`config.mk`:
```
export PLATFORM = sky130hd
export DESIGN_NAME = ddr_test_gen_mc
export DESIGN_NICKNAME = d
export VERILOG_FILES = /design/src/rtl/ddr_test_pkg.sv /design/src/rtl/ddr_test_pattern.sv /design/src/rtl/ddr_test_gen_mc.sv
export SDC_FILE = /design/constraint.sdc
export NUM_CORES = 1
export LEC_CHECK = 0
export ABC_AREA = 1
export CAP_MARGIN = 20
export CELL_PAD_IN_SITES_DETAIL_PLACEMENT = 1
export CELL_PAD_IN_SITES_GLOBAL_PLACEMENT = 1
export CORE_MARGIN = 3
export CORE_UTILIZATION = 39
export DETAILED_ROUTE_END_ITERATION = 10
export HOLD_SLACK_MARGIN = 0.08
export PLACE_DENSITY = 0.86
export SYNTH_ARGS = -nofsm -noshare
export SYNTH_HDL_FRONTEND = slang
export SYNTH_SLANG_ARGS = --single-unit
```
`constraint.sdc`:
```
create_clock -name clk -period 13.9 [get_ports clk]
set_input_delay 1.39 -clock clk [delete_from_list [all_inputs] [get_ports clk]]
set_output_delay 1.39 -clock clk [all_outputs]
set_load 0.02 [all_outputs]
```
`src/rtl/ddr_test_pkg.sv`:
```
// Shared types and constants for the multi-channel DDR traffic generator/checker.
package ddr_test_pkg;

    typedef enum logic [2:0] {
        ST_IDLE,
        ST_WR_CMD,
        ST_WR_DATA,
        ST_RD_CMD,
        ST_RD_DATA,
        ST_CHECK,
        ST_DONE
    } state_t;

    // Galois right-shift taps for x^32 + x^22 + x^2 + x + 1
    localparam logic [31:0] LFSR_POLY     = 32'h8020_0003;
    localparam logic [31:0] LFSR_SEED_XOR = 32'hA5A5_A5A5;

    localparam logic PAT_INCR = 1'b0;
    localparam logic PAT_LFSR = 1'b1;

    function automatic logic [31:0] lfsr_next(input logic [31:0] s);
        return (s >> 1) ^ (s[0] ? LFSR_POLY : 32'h0);
    endfunction

endpackage

```
`src/rtl/ddr_test_pattern.sv`:
```
// Beat pattern generator: seeded from a burst address, steps once per beat,
// 32-bit value replicated across the data word.
module ddr_test_pattern #(
    parameter int unsigned DATA_WIDTH = 64
) (
    input  logic                  clk,
    input  logic                  rst,
    input  logic                  load,
    input  logic                  advance,
    input  logic                  pat_sel,
    input  logic [31:0]           seed_addr,
    output logic [DATA_WIDTH-1:0] word
);
    import ddr_test_pkg::*;

    localparam int unsigned LANES      = DATA_WIDTH / 32;
    localparam logic [31:0] BEAT_BYTES = 32'(DATA_WIDTH / 8);

    logic [31:0] cur;

    always_ff @(posedge clk or posedge rst) begin
        if (rst) begin
            cur <= '0;
        end else if (load) begin
            cur <= (pat_sel == PAT_LFSR) ? (seed_addr ^ LFSR_SEED_XOR) : seed_addr;
        end else if (advance) begin
            cur <= (pat_sel == PAT_LFSR) ? lfsr_next(cur) : cur + BEAT_BYTES;
        end
    end

    assign word = {LANES{cur}};

endmodule

```
`src/rtl/ddr_test_gen_mc.sv`:
```
// Multi-channel DDR traffic generator/checker: channels take round-robin turns
// writing one burst into their region, reading it back and comparing each beat.
//
// state    | meaning
// IDLE     | waiting for test_en; status from the last run is held
// WR_CMD   | wstart asserted until wready
// WR_DATA  | BURST_LEN write beats, no backpressure
// RD_CMD   | rstart asserted until rready
// RD_DATA  | compare returned beats, watch for read timeout
// CHECK    | count burst, advance channel/pointer, decide continue or stop
// DONE     | done asserted; waits for test_en low
module ddr_test_gen_mc #(
    parameter int unsigned DATA_WIDTH   = 64,
    parameter int unsigned ADDR_WIDTH   = 32,
    parameter int unsigned LEN_WIDTH    = 16,
    parameter int unsigned NUM_CH       = 4,
    parameter int unsigned BURST_LEN    = 16,
    parameter int unsigned REGION_BYTES = 32'h0100_0000,
    parameter logic [ADDR_WIDTH-1:0] BASE_ADDR = '0,
    parameter int unsigned TIMEOUT_CYC  = 4096,
    localparam int unsigned CH_W = (NUM_CH > 1) ? $clog2(NUM_CH) : 1
) (
    input  logic                  clk,
    input  logic                  rst,
    input  logic                  test_en,
    input  logic                  pattern_sel,
    input  logic [15:0]           num_iter,
    output logic                  wstart,
    input  logic                  wready,
    output logic [ADDR_WIDTH-1:0] waddr,
    output logic [LEN_WIDTH-1:0]  wdata_len,
    output logic                  wdata_vld,
    output logic [DATA_WIDTH-1:0] wdata,
    output logic                  rstart,
    input  logic                  rready,
    output logic [ADDR_WIDTH-1:0] raddr,
    output logic [LEN_WIDTH-1:0]  rdata_len,
    input  logic                  rdata_vld,
    input  logic [DATA_WIDTH-1:0] rdata,
    output logic                  busy,
    output logic                  done,
    output logic                  err_flag,
    output logic                  timeout,
    output logic [15:0]           err_cnt,
    output logic [31:0]           iter_cnt,
    output logic [CH_W-1:0]       err_ch
);
    import ddr_test_pkg::*;

    localparam int unsigned BURST_BYTES = BURST_LEN * DATA_WIDTH / 8;
    localparam int unsigned PTRS        = REGION_BYTES / BURST_BYTES;
    localparam int unsigned PTR_W       = (PTRS > 1) ? $clog2(PTRS) : 1;
    localparam int unsigned BEAT_W      = (BURST_LEN > 1) ? $clog2(BURST_LEN) : 1;
    localparam int unsigned TMO_W       = $clog2(TIMEOUT_CYC + 1);

    state_t                state;
    logic                  pat_q;
    logic [15:0]           num_iter_q;
    logic [CH_W-1:0]       ch;
    logic [PTR_W-1:0]      ptr;
    logic [ADDR_WIDTH-1:0] addr_q;
    logic [BEAT_W-1:0]     beat_cnt;
    logic [TMO_W-1:0]      tmo_cnt;

    logic                  wr_load;
    logic                  wr_adv;
    logic                  rd_load;
    logic                  rd_adv;
    logic [DATA_WIDTH-1:0] exp_word;
    logic                  err_event;
    logic                  last_iter;
    logic [CH_W-1:0]       ch_nxt;
    logic [PTR_W-1:0]      ptr_nxt;

    function automatic logic [ADDR_WIDTH-1:0] burst_addr(input logic [CH_W-1:0]  c,
                                                         input logic [PTR_W-1:0] p);
        logic [63:0] a;
        a = 64'(BASE_ADDR) + 64'(c) * 64'(REGION_BYTES) + 64'(p) * 64'(BURST_BYTES);
        return a[ADDR_WIDTH-1:0];
    endfunction

    assign wr_load   = (state == ST_WR_CMD) && wready;
    assign wr_adv    = (state == ST_WR_DATA);
    assign rd_load   = (state == ST_RD_CMD) && rready;
    assign rd_adv    = (state == ST_RD_DATA) && rdata_vld;
    // Any beat outside RD_DATA is unexpected and counts as a miscompare.
    assign err_event = rdata_vld && ((state != ST_RD_DATA) || (rdata != exp_word));
    assign last_iter = (num_iter_q != 16'd0) && ((iter_cnt + 32'd1) == {16'd0, num_iter_q});

    always_comb begin
        ch_nxt  = ch + CH_W'(1);
        ptr_nxt = ptr;
        if (ch == CH_W'(NUM_CH - 1)) begin
            ch_nxt  = '0;
            ptr_nxt = (ptr == PTR_W'(PTRS - 1)) ? '0 : ptr + PTR_W'(1);
        end
    end

    ddr_test_pattern #(.DATA_WIDTH(DATA_WIDTH)) u_wr_pat (
        .clk       (clk),
        .rst       (rst),
        .load      (wr_load),
        .advance   (wr_adv),
        .pat_sel   (pat_q),
        .seed_addr (32'(addr_q)),
        .word      (wdata)
    );

    ddr_test_pattern #(.DATA_WIDTH(DATA_WIDTH)) u_rd_pat (
        .clk       (clk),
        .rst       (rst),
        .load      (rd_load),
        .advance   (rd_adv),
        .pat_sel   (pat_q),
        .seed_addr (32'(addr_q)),
        .word      (exp_word)
    );

    assign waddr     = addr_q;
    assign raddr     = addr_q;
    assign wdata_len = LEN_WIDTH'(BURST_BYTES);
    assign rdata_len = LEN_WIDTH'(BURST_BYTES);

    always_ff @(posedge clk or posedge rst) begin
        if (rst) begin
            state      <= ST_IDLE;
            pat_q      <= PAT_INCR;
            num_iter_q <= '0;
            ch         <= '0;
            ptr        <= '0;
            addr_q     <= '0;
            beat_cnt   <= '0;
            tmo_cnt    <= '0;
            wstart     <= 1'b0;
            wdata_vld  <= 1'b0;
            rstart     <= 1'b0;
            busy       <= 1'b0;
            done       <= 1'b0;
            err_flag   <= 1'b0;
            timeout    <= 1'b0;
            err_cnt    <= '0;
            iter_cnt   <= '0;
            err_ch     <= '0;
        end else begin
            if (err_event) begin
                if (err_cnt != 16'hFFFF) err_cnt <= err_cnt + 16'd1;
                err_flag <= 1'b1;
                if (!err_flag) err_ch <= ch;
            end

            case (state)
                ST_IDLE: begin
                    if (test_en) begin
                        pat_q      <= pattern_sel;
                        num_iter_q <= num_iter;
                        ch         <= '0;
                        ptr        <= '0;
                        addr_q     <= BASE_ADDR;
                        done       <= 1'b0;
                        err_flag   <= 1'b0;
                        timeout    <= 1'b0;
                        err_cnt    <= '0;
                        iter_cnt   <= '0;
                        err_ch     <= '0;
                        busy       <= 1'b1;
                        wstart     <= 1'b1;
                        state      <= ST_WR_CMD;
                    end
                end
                ST_WR_CMD: begin
                    if (wready) begin
                        wstart    <= 1'b0;
                        wdata_vld <= 1'b1;
                        beat_cnt  <= BEAT_W'(BURST_LEN - 1);
                        state     <= ST_WR_DATA;
                    end
                end
                ST_WR_DATA: begin
                    if (beat_cnt == '0) begin
                        wdata_vld <= 1'b0;
                        rstart    <= 1'b1;
                        state     <= ST_RD_CMD;
                    end else begin
                        beat_cnt <= beat_cnt - BEAT_W'(1);
                    end
                end
                ST_RD_CMD: begin
                    if (rready) begin
                        rstart   <= 1'b0;
                        beat_cnt <= BEAT_W'(BURST_LEN - 1);
                        tmo_cnt  <= TMO_W'(TIMEOUT_CYC - 1);
                        state    <= ST_RD_DATA;
                    end
                end
                ST_RD_DATA: begin
                    if (rdata_vld) begin
                        tmo_cnt <= TMO_W'(TIMEOUT_CYC - 1);
                        if (beat_cnt == '0) state <= ST_CHECK;
                        else beat_cnt <= beat_cnt - BEAT_W'(1);
                    end else if (tmo_cnt == '0) begin
                        timeout <= 1'b1;
                        done    <= 1'b1;
                        busy    <= 1'b0;
                        state   <= ST_DONE;
                    end else begin
                        tmo_cnt <= tmo_cnt - TMO_W'(1);
                    end
                end
                ST_CHECK: begin
                    iter_cnt <= iter_cnt + 32'd1;
                    ch       <= ch_nxt;
                    ptr      <= ptr_nxt;
                    addr_q   <= burst_addr(ch_nxt, ptr_nxt);
                    if (last_iter || !test_en) begin
                        done  <= 1'b1;
                        busy  <= 1'b0;
                        state <= ST_DONE;
                    end else begin
                        wstart <= 1'b1;
                        state  <= ST_WR_CMD;
                    end
                end
                ST_DONE: begin
                    if (!test_en) state <= ST_IDLE;
                end
                default: state <= ST_IDLE;
            endcase
        end
    end

endmodule
```
; Yosys cells after proc, flatten, opt, wreduce, memory -nomap -nowiden
; Index checks and enable logic that the tools add are counted.
[totals]
ff_bits = 209
in_bits = 87
wordCells = 158
output_inout_bits = 217
[op_classes]
n_eq_ne = 25
n_reduce_logical = 32
bitwise_logic = 3
n_mux = 69
add_sub_neg = 9
[ops]
columns = cell, count
row1 = 32-bit two-way mux, 10
row2 = 32-bit case mux with 2 select lines, 2
row3 = 32-bit by 4-bit adder with 32-bit output (second input constant), 2
row4 = 16-bit two-way mux, 4
row5 = 64-bit inequality test, 1
row6 = 31-bit by 32-bit XOR with 32-bit output, 2
row7 = 17-bit two-way mux, 3
row8 = 13-bit two-way mux, 3
row9 = 17-bit case mux with 2 select lines, 1
row10 = 32-bit by 1-bit adder with 32-bit output (second input constant), 1
row11 = 32-bit by 16-bit == test with 1-bit output, 1
row12 = 26-bit by 24-bit adder with 27-bit output, 1
row13 = 3-bit two-way mux, 9
row14 = 13-bit case mux with 2 select lines, 1
row15 = 3-bit case mux with 7 select lines, 1
row16 = 2-bit inequality test (second input constant), 9
row17 = 17-bit by 1-bit adder with 17-bit output (second input constant), 1
row18 = 17-bit == test (second input constant), 1
row19 = 1-bit two-way mux, 17
row20 = 16-bit by 1-bit adder with 16-bit output (second input constant), 1
row21 = 4-bit two-way mux, 4
row22 = 16-bit inequality test (second input constant), 1
row23 = 16-bit inverter, 1
row24 = 4-bit case mux with 4 select lines, 1
row25 = other kinds (29), 60

; Logic depth before layout (Yosys ltp)
; Gate-level depths: netlist of run 1.
[logic_depth]
depth_word = 6
ltp_mapped = 19
ltp_nobuf = 19

; By module
; Synthesis of run 1 repeated with hierarchy kept, for this count alone.
[hier_totals]
cells_unflattened = 2056
area_unflattened_um2 = 13954.6
[modules_own_cells]
columns = module, area_each_um2, cells_each, seq_area_each_um2, instances
row1 = ddr_test_gen_mc, 8114.0, 1144, 2827.7, 1
row2 = ddr_test_pattern (u_rd_pat), 2945.3, 458, 800.8, 1
row3 = ddr_test_pattern (u_wr_pat), 2895.3, 454, 800.8, 1

; Worst setup path after synthesis of run 1
; OpenSTA, ideal clock, no wires.
[synth_path]
kind = input to register
startpoint = in rdata[50]
endpoint = reg err_ch[0]
required_time_ps = 13782
setup_time_ps = 118
slack_ps = 11281
n_path_buf = 0
path_stages = 10
t_arrival_ps = 2502
cell_sequence = xor2_1 -> nor4_1 -> nand3_1 -> nor2_1 -> nand2_1 -> nand2_1 -> nor2_1 -> or2_2 -> nand2_1 -> nor2_1
[synth_via]
elab_chain_cells = 6
[synth_rtl]
columns = element, line_no
row1 = from (decl), ddr_test_gen_mc.sv:39  ; input logic [DATA_WIDTH-1:0] rdata,
row2 = 64-bit inequality test (*), ddr_test_gen_mc.sv:87  ; assign err_event = rdata_vld && ((state != ST_RD_DATA) || (rdata != exp_word));
row3 = 1-bit logical OR (*), ddr_test_gen_mc.sv:87
row4 = 1-bit logical AND (*), ddr_test_gen_mc.sv:87
row5 = 2-bit two-way mux (*), ddr_test_gen_mc.sv:145  ; if (err_event) begin
row6 = 2-bit two-way mux, ddr_test_gen_mc.sv:153  ; if (test_en) begin
row7 = 2-bit two-way mux (*), ddr_test_gen_mc.sv:151  ; case (state)
row8 = to (signal assigned), ddr_test_gen_mc.sv:148  ; if (!err_flag) err_ch <= ch;
row9 = to (decl), ddr_test_gen_mc.sv:46  ; output logic [CH_W-1:0] err_ch
; Every way passes the cells marked *; elsewhere a longest branch is shown, timed or not.
; A chain may end at the register's enable or synchronous reset.

; Worst setup path in the final report of run 1
[layout_path]
startpoint = in wready
endpoint = reg u_wr_pat.cur[0]
[layout_via]
elab_chain_cells = 2
[layout_rtl]
columns = element, line_no
row1 = from (decl), ddr_test_gen_mc.sv:29  ; input logic wready,
row2 = 1-bit logical AND (*), ddr_test_gen_mc.sv:82  ; assign wr_load = (state == ST_WR_CMD) && wready;
row3 = 32-bit two-way mux or 2-bit nonzero test (tied branches), n/a
row4 = to (signal assigned), ddr_test_pattern.sv:25  ; cur <= (pat_sel == PAT_LFSR) ? (seed_addr ^ LFSR_SEED_XOR) : seed_addr;
row5 = to (signal assigned), ddr_test_pattern.sv:27  ; cur <= (pat_sel == PAT_LFSR) ? lfsr_next(cur) : cur + BEAT_BYTES;
row6 = to (decl), ddr_test_pattern.sv:19  ; logic [31:0] cur;
; Marks and branches as above.

==> results.json, run 1 <==
{
  "outcome": "finished, final reports clean",
  "r2r_slack_ns": 10.24,
  "clock_path_buffers": 2,
  "whs_path_depth": 2,
  "wirelength_mm": 46.4,
  "peakVddDrop_v": 0.0000891,
  "pre_cts_ws_ns": 9.17,
  "avgRoutedWirePerCell_um": 19.0,
  "die_area_sq_mm": 0.0354,
  "fin_tns_setup_ns": 0,
  "ant_nets": 0,
  "syn_area_sq_mm": 0.0130,
  "timing.fmax_mhz": 231,
  "total_power_mw": 2.86,
  "htreeDepth": 4,
  "dp_hpwl_mm": 35.2,
  "avgViaCountPerCell": 5.39,
  "async_reset_ff_share_pct": 100,
  "rows": 66,
  "path_max_fanout": 23,
  "yosysTopAreaCell": "dfrtp_1",
  "critPathBufInv": 3,
  "grt_max_degree": 80,
  "crit_family": "buffers and inverters",
  "rsz0062_at_grt": "false",
  "yosys_warnings": 0,
  "start_kind": "primary input",
  "yosys_most_used_dff": "dfrtp_1",
  "hold_path_startpoint": "wstart$_DFFE_PP0P_",
  "num-fill-cells": 4164,
  "drc": 0,
  "start_util_pct": 39.7,
  "via_count": 13137,
  "cts_hold_buf": 0,
  "synth.distinct_cells": 58,
  "clock-sinks": 177,
  "synth-seq-area-share_pct": 34.2,
  "p_sw_mw": 1.37,
  "grt_pass1_wl_mm": 74.0,
  "syn_inst": 1830,
  "cts_tree": "done",
  "cts_resized": 0,
  "drive_above_1_share_pct": 5.86,
  "intPower_mw": 1.49,
  "cp_data_required_time_ns": 14.23,
  "antenna_found_initial": 0,
  "reg2reg_to": "u_wr_pat.cur[0]$_DFFE_PP0P_",
  "path_class": "in2reg",
  "finalMaxSlewViolations": 0,
  "syn_avg_cell_area_sq_um": 7.08,
  "p_per_area_mw_per_mm2": 182,
  "hold_violations": 0,
  "synth.cells.most_frequent": "nand2_1, inv_1, dfrtp_1",
  "grt_overflow_total": 0,
  "max_slew.worst_pin.slew_ns": 0.963,
  "die_w_um": 188,
  "globalplace.congestion": 0.900,
  "yosys.area.top_type_share_pct": 34.2,
  "final_nets": 2080,
  "worstSetupEndpointType": "register",
  "placed_cells": 2407,
  "cts_buffers": 17,
  "p_leak_nw": 6.62,
  "p_comb_share_pct": 49.5,
  "pwr-share-clk_pct": 17.8,
  "synthMostInstantiatedCell": "nand2_1",
  "crit_top_cell": "inv_1",
  "dr.pass1.iters": 5,
  "hold_end": "wstart$_DFFE_PP0P_",
  "period_share_pct": 31.1,
  "hold_path.class": "reg2reg",
  "setup_ws_ns": 9.58,
  "drt_iter0_markers": 781,
  "cp.arrival_ns": 4.66,
  "post-cts-setup-buffers": 0,
  "cp_slowest_cell": "nor2_1",
  "slew-limit-headroom_pct": 35.5,
  "portBuffers": 245,
  "root_buffer": "clkbuf_16",
  "io_pins": 304,
  "synth_area_leaders": "dfrtp_1, nand2_1, buf_4",
  "period_needed_ns": 4.32,
  "max_stage_delay_ns": 0.84,
  "r2r_start": "state[0]$_DFFE_PP0P_",
  "grt.total_usage_pct": 25.8,
  "final-instance-count-excl-fill": 2439,
  "setup_violations": 0,
  "clock_latency_ns": 0.45,
  "seqPwrFrac_pct": 32.7,
  "core-area_sq_mm": 0.0326,
  "grt_pass1_vias": 13761,
  "switching_share_pct": 47.8,
  "synth-edff-count": 0,
  "area_growth_pct": 21.5,
  "crit_chain": "clkdlybuf4s50_1, nand2_1, inv_1, nor2_1, inv_1, a32o_1",
  "cap_violations": 0,
  "path_clk_slew_ns": 0.08,
  "rr_worst_depth": 9,
  "die_y_um": 188,
  "diodes": 0,
  "fin_worst_skew_ns": 0.0149,
  "synth-seq-cells": 177
}
cells by family after synthesis:
logic type      share of synthesized area (%)
xor+xnor                                 7.32
compound gates                           13.7
fa+ha+maj                               0.869
simple gates                             29.2
other cells                            0.0580
buf+inv                                  14.7
flops                                    34.2
worst min-delay path, stage by stage, from the launching register on:
cell and delay [ns]:
dfrtp_1 0.35, nand2_1 0.06, nand2_1 0.05
layout by cell type, fill, tap and decap left out, drive strengths merged, types with 29 or more instances in the layout:
cell and instances:
nand2 419, a21oi 61, conb 58, nor3 33
nand3 115, nand4 33, xor2 61, xnor2 42
inv 221, clkdlybuf4s50 245, o21ai 142, o211ai 29
nor2 200, dfrtp 177
routing by layer:
metal | vias to the layer above | global-route usage (%) | share of wire, %
li1 | 6131 | - | -
met1 | 6467 | 34.1 | 44
met2 | 440 | 43.1 | 48
met3 | 99 | 4.19 | 5.5
met4 | 0 | 8.69 | 2.9
met5 | - | 0 | 0
state kept, by name, summed over array words and instances, names as in the netlist, 2 cells and up:
register / cells
num_iter_q: 16
err_cnt: 16
iter_cnt: 32
ptr: 16
err_ch: 2
tmo_cnt: 13
state: 3
beat_cnt: 4
ch: 2
u_rd_pat.cur: 32
u_wr_pat.cur: 32
power by group through the flow:
stage | clock network, mW | logic, mW | registers, mW
after floorplan | 0 | 0.935 | 0.901
after global placement | 0 | 1.35 | 0.933
after detailed placement | 0 | 1.40 | 0.938
after CTS | 0.513 | 1.42 | 0.932
after global routing | 0.536 | 1.56 | 0.963
final | 0.508 | 1.42 | 0.934
final cells by class:
| type | count | area, sq um | share of cell area [%] |
|---|---|---|---|
| multi-input combinational | 1318 | 6830 | 43.4 |
| timing repair buffer | 251 | 2500 | 15.9 |
| clock buffer | 21 | 470 | 2.99 |
| inverter | 219 | 828 | 5.26 |
| sequential | 177 | 4430 | 28.2 |
| tap | 442 | 553 | 3.51 |
| clock inverter | 11 | 128 | 0.811 |
worst max path at each step:
stage	depth (start not counted)	end	from	slack, ns
floorplan	1	beat_cnt[0]$_DFFE_PP0P_	rst	7.71
global placement	6	u_wr_pat.cur[0]$_DFFE_PP0P_	wready	9.27
detailed placement	6	u_wr_pat.cur[0]$_DFFE_PP0P_	wready	9.17
CTS	6	u_wr_pat.cur[0]$_DFFE_PP0P_	wready	9.64
global route	7	u_wr_pat.cur[29]$_DFFE_PP0P_	wready	9.30
finish	6	u_wr_pat.cur[0]$_DFFE_PP0P_	wready	9.58
through the flow:
| step | instance area, sq um | hold slack, ns | util, % |
|---|---|---|---|
| 5_1_grt | 15700 | 0.517 | 48.2 |
| 6_report | 15700 | 0.486 | 48.2 |
| 3_3_place_gp | 15100 | 0.460 | 46.4 |
| 3_5_place_dp | 15100 | 0.470 | 46.4 |
| 2_1_floorplan | 13200 | 0.446 | - |
| 4_1_cts | 15700 | 0.490 | 48.2 |
Power figures use the tool's default switching activity.
==> run 2: changes to the inputs <==
CORE_UTILIZATION = 36   (was 39)
PLACE_DENSITY = 0.8   (was 0.86)
clock period = 4.2 ns   (was 13.9 ns; I/O delays follow)
==> results.json, run 2 (synthesis gave the netlist of run 1 again) <==
{
  "io_pins": 304,
  "avgRoutedWirePerCell_um": 18.8,
  "wirelength_mm": 46.3,
  "slew-limit-headroom_pct": 43.1,
  "setup_ws_ns": 1.28,
  "area_growth_pct": 22.1,
  "switching_share_pct": 47.6,
  "root_buffer": "clkbuf_16",
  "num-fill-cells": 4398,
  "cts_tree": "done",
  "path_class": "reg2reg",
  "grt_max_degree": 62,
  "globalplace.congestion": 0.890,
  "hold_path.class": "in2async",
  "cp_data_required_time_ns": 4.53,
  "p_per_area_mw_per_mm2": 594,
  "cap_violations": 0,
  "path_max_fanout": 7,
  "diodes": 0,
  "max_slew.worst_pin.slew_ns": 0.852,
  "finalMaxSlewViolations": 0,
  "cts_buffers": 17,
  "avgViaCountPerCell": 5.28,
  "cts_resized": 0,
  "die_w_um": 196,
  "grt_pass1_vias": 13492,
  "dp_hpwl_mm": 35.5,
  "dr.pass1.iters": 4,
  "p_sw_mw": 4.47,
  "peakVddDrop_v": 0.000317,
  "htreeDepth": 4,
  "drc": 0,
  "rsz0062_at_grt": "false",
  "hold_violations": 0,
  "fin_tns_setup_ns": 0,
  "cp_slowest_cell": "dfrtp_1",
  "final_nets": 2088,
  "p_comb_share_pct": 49.9,
  "p_leak_nw": 6.64,
  "fin_worst_skew_ns": 0.0124,
  "mostFrequentLayoutCells": "nand2_1, clkdlybuf4s50_1, inv_1, nor2_1, dfrtp_1",
  "period_needed_ns": 2.92,
  "start_kind": "register",
  "cts_hold_buf": 0,
  "intPower_mw": 4.92,
  "die_y_um": 196,
  "max_stage_delay_ns": 0.47,
  "r2r_start": "ptr[0]$_DFFE_PP0P_",
  "ant_nets": 0,
  "crit_top_cell": "nor2_1",
  "portBuffers": 245,
  "pre_cts_ws_ns": 1.30,
  "path_clk_slew_ns": 0.07,
  "worstSetupEndpointType": "register",
  "critPathBufInv": 4,
  "clock_path_buffers": 2,
  "grt_overflow_total": 0,
  "start_util_pct": 37.0,
  "pwr-share-clk_pct": 17.1,
  "clock_latency_ns": 0.44,
  "grt_pass1_wl_mm": 73.7,
  "post-cts-setup-buffers": 0,
  "grt.total_usage_pct": 23.6,
  "die_area_sq_mm": 0.0383,
  "drt_iter0_markers": 536,
  "core-area_sq_mm": 0.0350,
  "drive_above_1_share_pct": 5.99,
  "antenna_found_initial": 0,
  "rows": 68,
  "outcome": "finished, final reports clean",
  "crit_family": "simple AND/OR/NAND/NOR gates",
  "setup_violations": 0,
  "reg.largest.list": "iter_cnt: 32 flops, u_rd_pat.cur: 32 flops, u_wr_pat.cur: 32 flops",
  "clock-sinks": 177,
  "cp-startpoint": "ptr[0]$_DFFE_PP0P_",
  "cp.arrival_ns": 3.25,
  "seqPwrFrac_pct": 33.0,
  "period_share_pct": 69.6,
  "via_count": 13001,
  "final_common_cell": "nand2_1",
  "timing.fmax_mhz": 342,
  "crit_chain": "ha_1, nand2_1, nor2_1, inv_1, nor2_1, nand3_1, nor2_1, inv_1, nor2_1, inv_1, nor4_1, ha_1, nor2_2, nor2_2, inv_2, and3_1"
}
[run 2: power by group through the flow]
stage	Clock (mW)	Combinational, mW	Sequential, mW
floorplan	0	3.09	2.98
global placement	0	4.51	3.11
detailed placement	0	4.66	3.13
CTS	1.63	4.70	3.10
global route	1.71	5.16	3.21
finish	1.60	4.68	3.10
[run 2: layout make-up]
| class | instances | area (sq um) | area share (%) |
|---|---|---|---|
| Multi-Input combinational cell | 1318 | 6830 | 43.2 |
| Sequential cell | 177 | 4430 | 28.0 |
| Timing Repair Buffer | 259 | 2590 | 16.4 |
| Inverter | 219 | 827 | 5.23 |
| Tap cell | 455 | 569 | 3.60 |
| Clock buffer | 23 | 448 | 2.83 |
| Clock inverter | 9 | 111 | 0.704 |
[run 2: path summary, 6_finish.rpt]
kind | to | slack, ns | depth (start not counted)
setup / recovery | ptr[3]$_DFFE_PP0P_ | 1.28 | 16
hold / removal | ptr[11]$_DFFE_PP0P_ | 0.34 | 2
setup reg to reg | ptr[3]$_DFFE_PP0P_ | 1.28 | 16
hold reg to reg | tmo_cnt[2]$_DFFE_PP0P_ | 0.50 | 2
max in group asynchronous | iter_cnt[6]$_DFFE_PP0P_ | 3.16 | 3
min in group clk | tmo_cnt[2]$_DFFE_PP0P_ | 0.50 | 2
[run 2: through the flow]
stage               cells  power, mW  hold WS, ns  instance area [sq um]  utilization [%]
floorplan            1886       6.08        0.446                  13200                -
detailed placement   2427       7.79        0.475                  15200             43.6
finish               2460       9.39        0.336                  15800             45.2
global placement     2427       7.62        0.466                  15200             43.6
global route         2460       10.1        0.345                  15800             45.2
CTS                  2459       9.43        0.490                  15800             45.2
[run 2: layer usage]
metal	wire [um]	up-vias	part of all wire (%)	track usage, %
li1	-	6155	-	-
met1	21200	6427	46	31.8
met2	21900	356	47	39.4
met3	2220	63	4.8	3.68
met4	990	0	2.1	6.73
met5	0	-	0	0
==> run 3: changes to the inputs <==
clock period = 2.95 ns   (was 4.2 ns; I/O delays follow)
==> results.json, run 3 (synthesis gave the netlist of run 1 again) <==
{
  "rows": 68,
  "portBuffers": 245,
  "wirelength_mm": 47.1,
  "via_count": 13038,
  "critPathBufInv": 1,
  "mostFrequentLayoutCells": "nand2_1, clkdlybuf4s50_1, inv_1, nor2_1, dfrtp_1",
  "start_kind": "register",
  "peakVddDrop_v": 0.000508,
  "grt_overflow_total": 0,
  "crit_chain": "ha_1, nand2_1, nor2_1, nand2_1, inv_1, nand2_1, nand2_1, nand3_1, nand3_1, nor2_1, nand2_1, nor2_1, nand3_1, nand3_2, nand3_1, nand2_1, nand2_1",
  "grt.total_usage_pct": 24.3,
  "avgRoutedWirePerCell_um": 19.1,
  "cts_buffers": 17,
  "period_needed_ns": 2.65,
  "cp_num_cells": 17,
  "crit_family": "simple AND/OR/NAND/NOR gates",
  "r2r_start": "iter_cnt[0]$_DFFE_PP0P_",
  "dp_hpwl_mm": 36.1,
  "cp_slowest_cell": "dfrtp_1",
  "worstSetupEndpoint": "busy$_DFFE_PP0P_",
  "drc": 0,
  "fin_worst_skew_ns": 0.0113,
  "clock-sinks": 177,
  "core-area_sq_mm": 0.0350,
  "diodes": 0,
  "rr_worst_depth": 17,
  "final_nets": 2099,
  "max_stage_delay_ns": 0.45,
  "crit_top_cell": "nand2_1",
  "grt_max_degree": 100,
  "cts_tree": "done",
  "clock_path_buffers": 2,
  "slew-limit-headroom_pct": 53.2,
  "final_util_pct": 45.4,
  "ant_nets": 0,
  "timing.fmax_mhz": 378,
  "hold_path.class": "in2async",
  "hold_violations": 0,
  "clock_latency_ns": 0.45,
  "grt_pass1_vias": 13767,
  "cp.arrival_ns": 2.97,
  "max_slew.worst_pin.slew_ns": 0.696,
  "p_leak_nw": 6.68,
  "period_share_pct": 89.8,
  "grt_pass1_wl_mm": 75.5,
  "drive_above_1_share_pct": 6.89,
  "dr.pass1.iters": 5,
  "total_power_mw": 13.5,
  "die_w_um": 196,
  "reg.largest.list": "iter_cnt: 32 flops, u_rd_pat.cur: 32 flops, u_wr_pat.cur: 32 flops",
  "antenna_found_initial": 0,
  "num-fill-cells": 4419,
  "fin_tns_setup_ns": 0,
  "final-instance-count-excl-fill": 2471,
  "worstSetupEndpointType": "register",
  "reg2reg_to": "busy$_DFFE_PP0P_",
  "path_max_fanout": 6,
  "path_clk_slew_ns": 0.08,
  "die_area_sq_mm": 0.0383,
  "avgViaCountPerCell": 5.28,
  "placed_cells": 2437,
  "r2r_slack_ns": 0.30,
  "cp_data_required_time_ns": 3.27,
  "p_per_area_mw_per_mm2": 847,
  "io_pins": 304,
  "final_common_cell": "nand2_1",
  "rsz0062_at_grt": "false",
  "die_y_um": 196,
  "outcome": "finished, final reports clean",
  "start_util_pct": 37.0,
  "setup_violations": 0,
  "cp-startpoint": "iter_cnt[0]$_DFFE_PP0P_",
  "root_buffer": "clkbuf_16",
  "area_growth_pct": 22.6,
  "drt_iter0_markers": 731,
  "htreeDepth": 4,
  "path_class": "reg2reg",
  "finalMaxSlewViolations": 0,
  "cap_violations": 0,
  "globalplace.congestion": 0.871,
  "cts_hold_buf": 0
}
run 3: cell types whose count changed in the layout (fill, tap and decap cells not counted), sizes merged:
cell / change
buf: +11
bufinv: -2
clkbuf: -6
clkinvlp: +2
inv: +6
run 3: stage by stage:
stage,hold WS [ns],worst slack [ns],instance area [sq um]
floorplan,0.405,0.388,13200
global placement,0.464,0.346,15300
detailed placement,0.470,0.153,15300
CTS,0.372,0.138,15900
global route,0.399,0.00770,15900
finish,0.343,0.302,15900
run 3: cell type report:
class | count | area [sq um] | area share, %
multi-input cells | 1318 | 6840 | 43.0
flip-flops and latches | 177 | 4430 | 27.9
repair buffers | 270 | 2670 | 16.8
inverters | 219 | 827 | 5.21
well taps | 455 | 569 | 3.58
clock buffers | 17 | 425 | 2.68
clock inverters | 15 | 126 | 0.796
run 3: worst min-delay path: cells and delay by family:
family,cells,cell delay (ns)
buffers and inverters,3,0.91
run 3: routing by layer:
metal | up-vias | global-route usage (%) | wire length, um
li1 | 6170 | - | -
met1 | 6462 | 33.5 | 21500
met2 | 353 | 40.4 | 22500
met3 | 53 | 3.38 | 2280
met4 | 0 | 6.07 | 808
met5 | - | 0 | 0
run 3: report_power, final:
part / switching, mW / leakage, nW / internal, mW
registers: 1.19 / 2.24 / 3.15
logic: 4.22 / 4.18 / 2.65
clock network: 1.13 / 0.262 / 1.10
total: 6.55 / 6.68 / 6.91
run 3: worst min path at each step:
| stage | start | endpoint | slack, ns | depth (start not counted) |
|---|---|---|---|---|
| final | rst | iter_cnt[23]$_DFFE_PP0P_ | 0.34 | 3 |
| after global routing | rst | iter_cnt[30]$_DFFE_PP0P_ | 0.40 | 3 |
| after CTS | rst | iter_cnt[31]$_DFFE_PP0P_ | 0.37 | 3 |
| after detailed placement | busy$_DFFE_PP0P_ | busy$_DFFE_PP0P_ | 0.47 | 2 |
| after global placement | wstart$_DFFE_PP0P_ | wstart$_DFFE_PP0P_ | 0.46 | 2 |
| after floorplan | num_iter[0] | num_iter_q[0]$_DFFE_PP0P_ | 0.40 | 2 |
run 3: what timing repair did:
action / CTS / global route
resized for setup: 0 / 3
setup endpoints to repair: 0 / 13
hold endpoints to repair: 0 / 0
setup buffers: 0 / 2
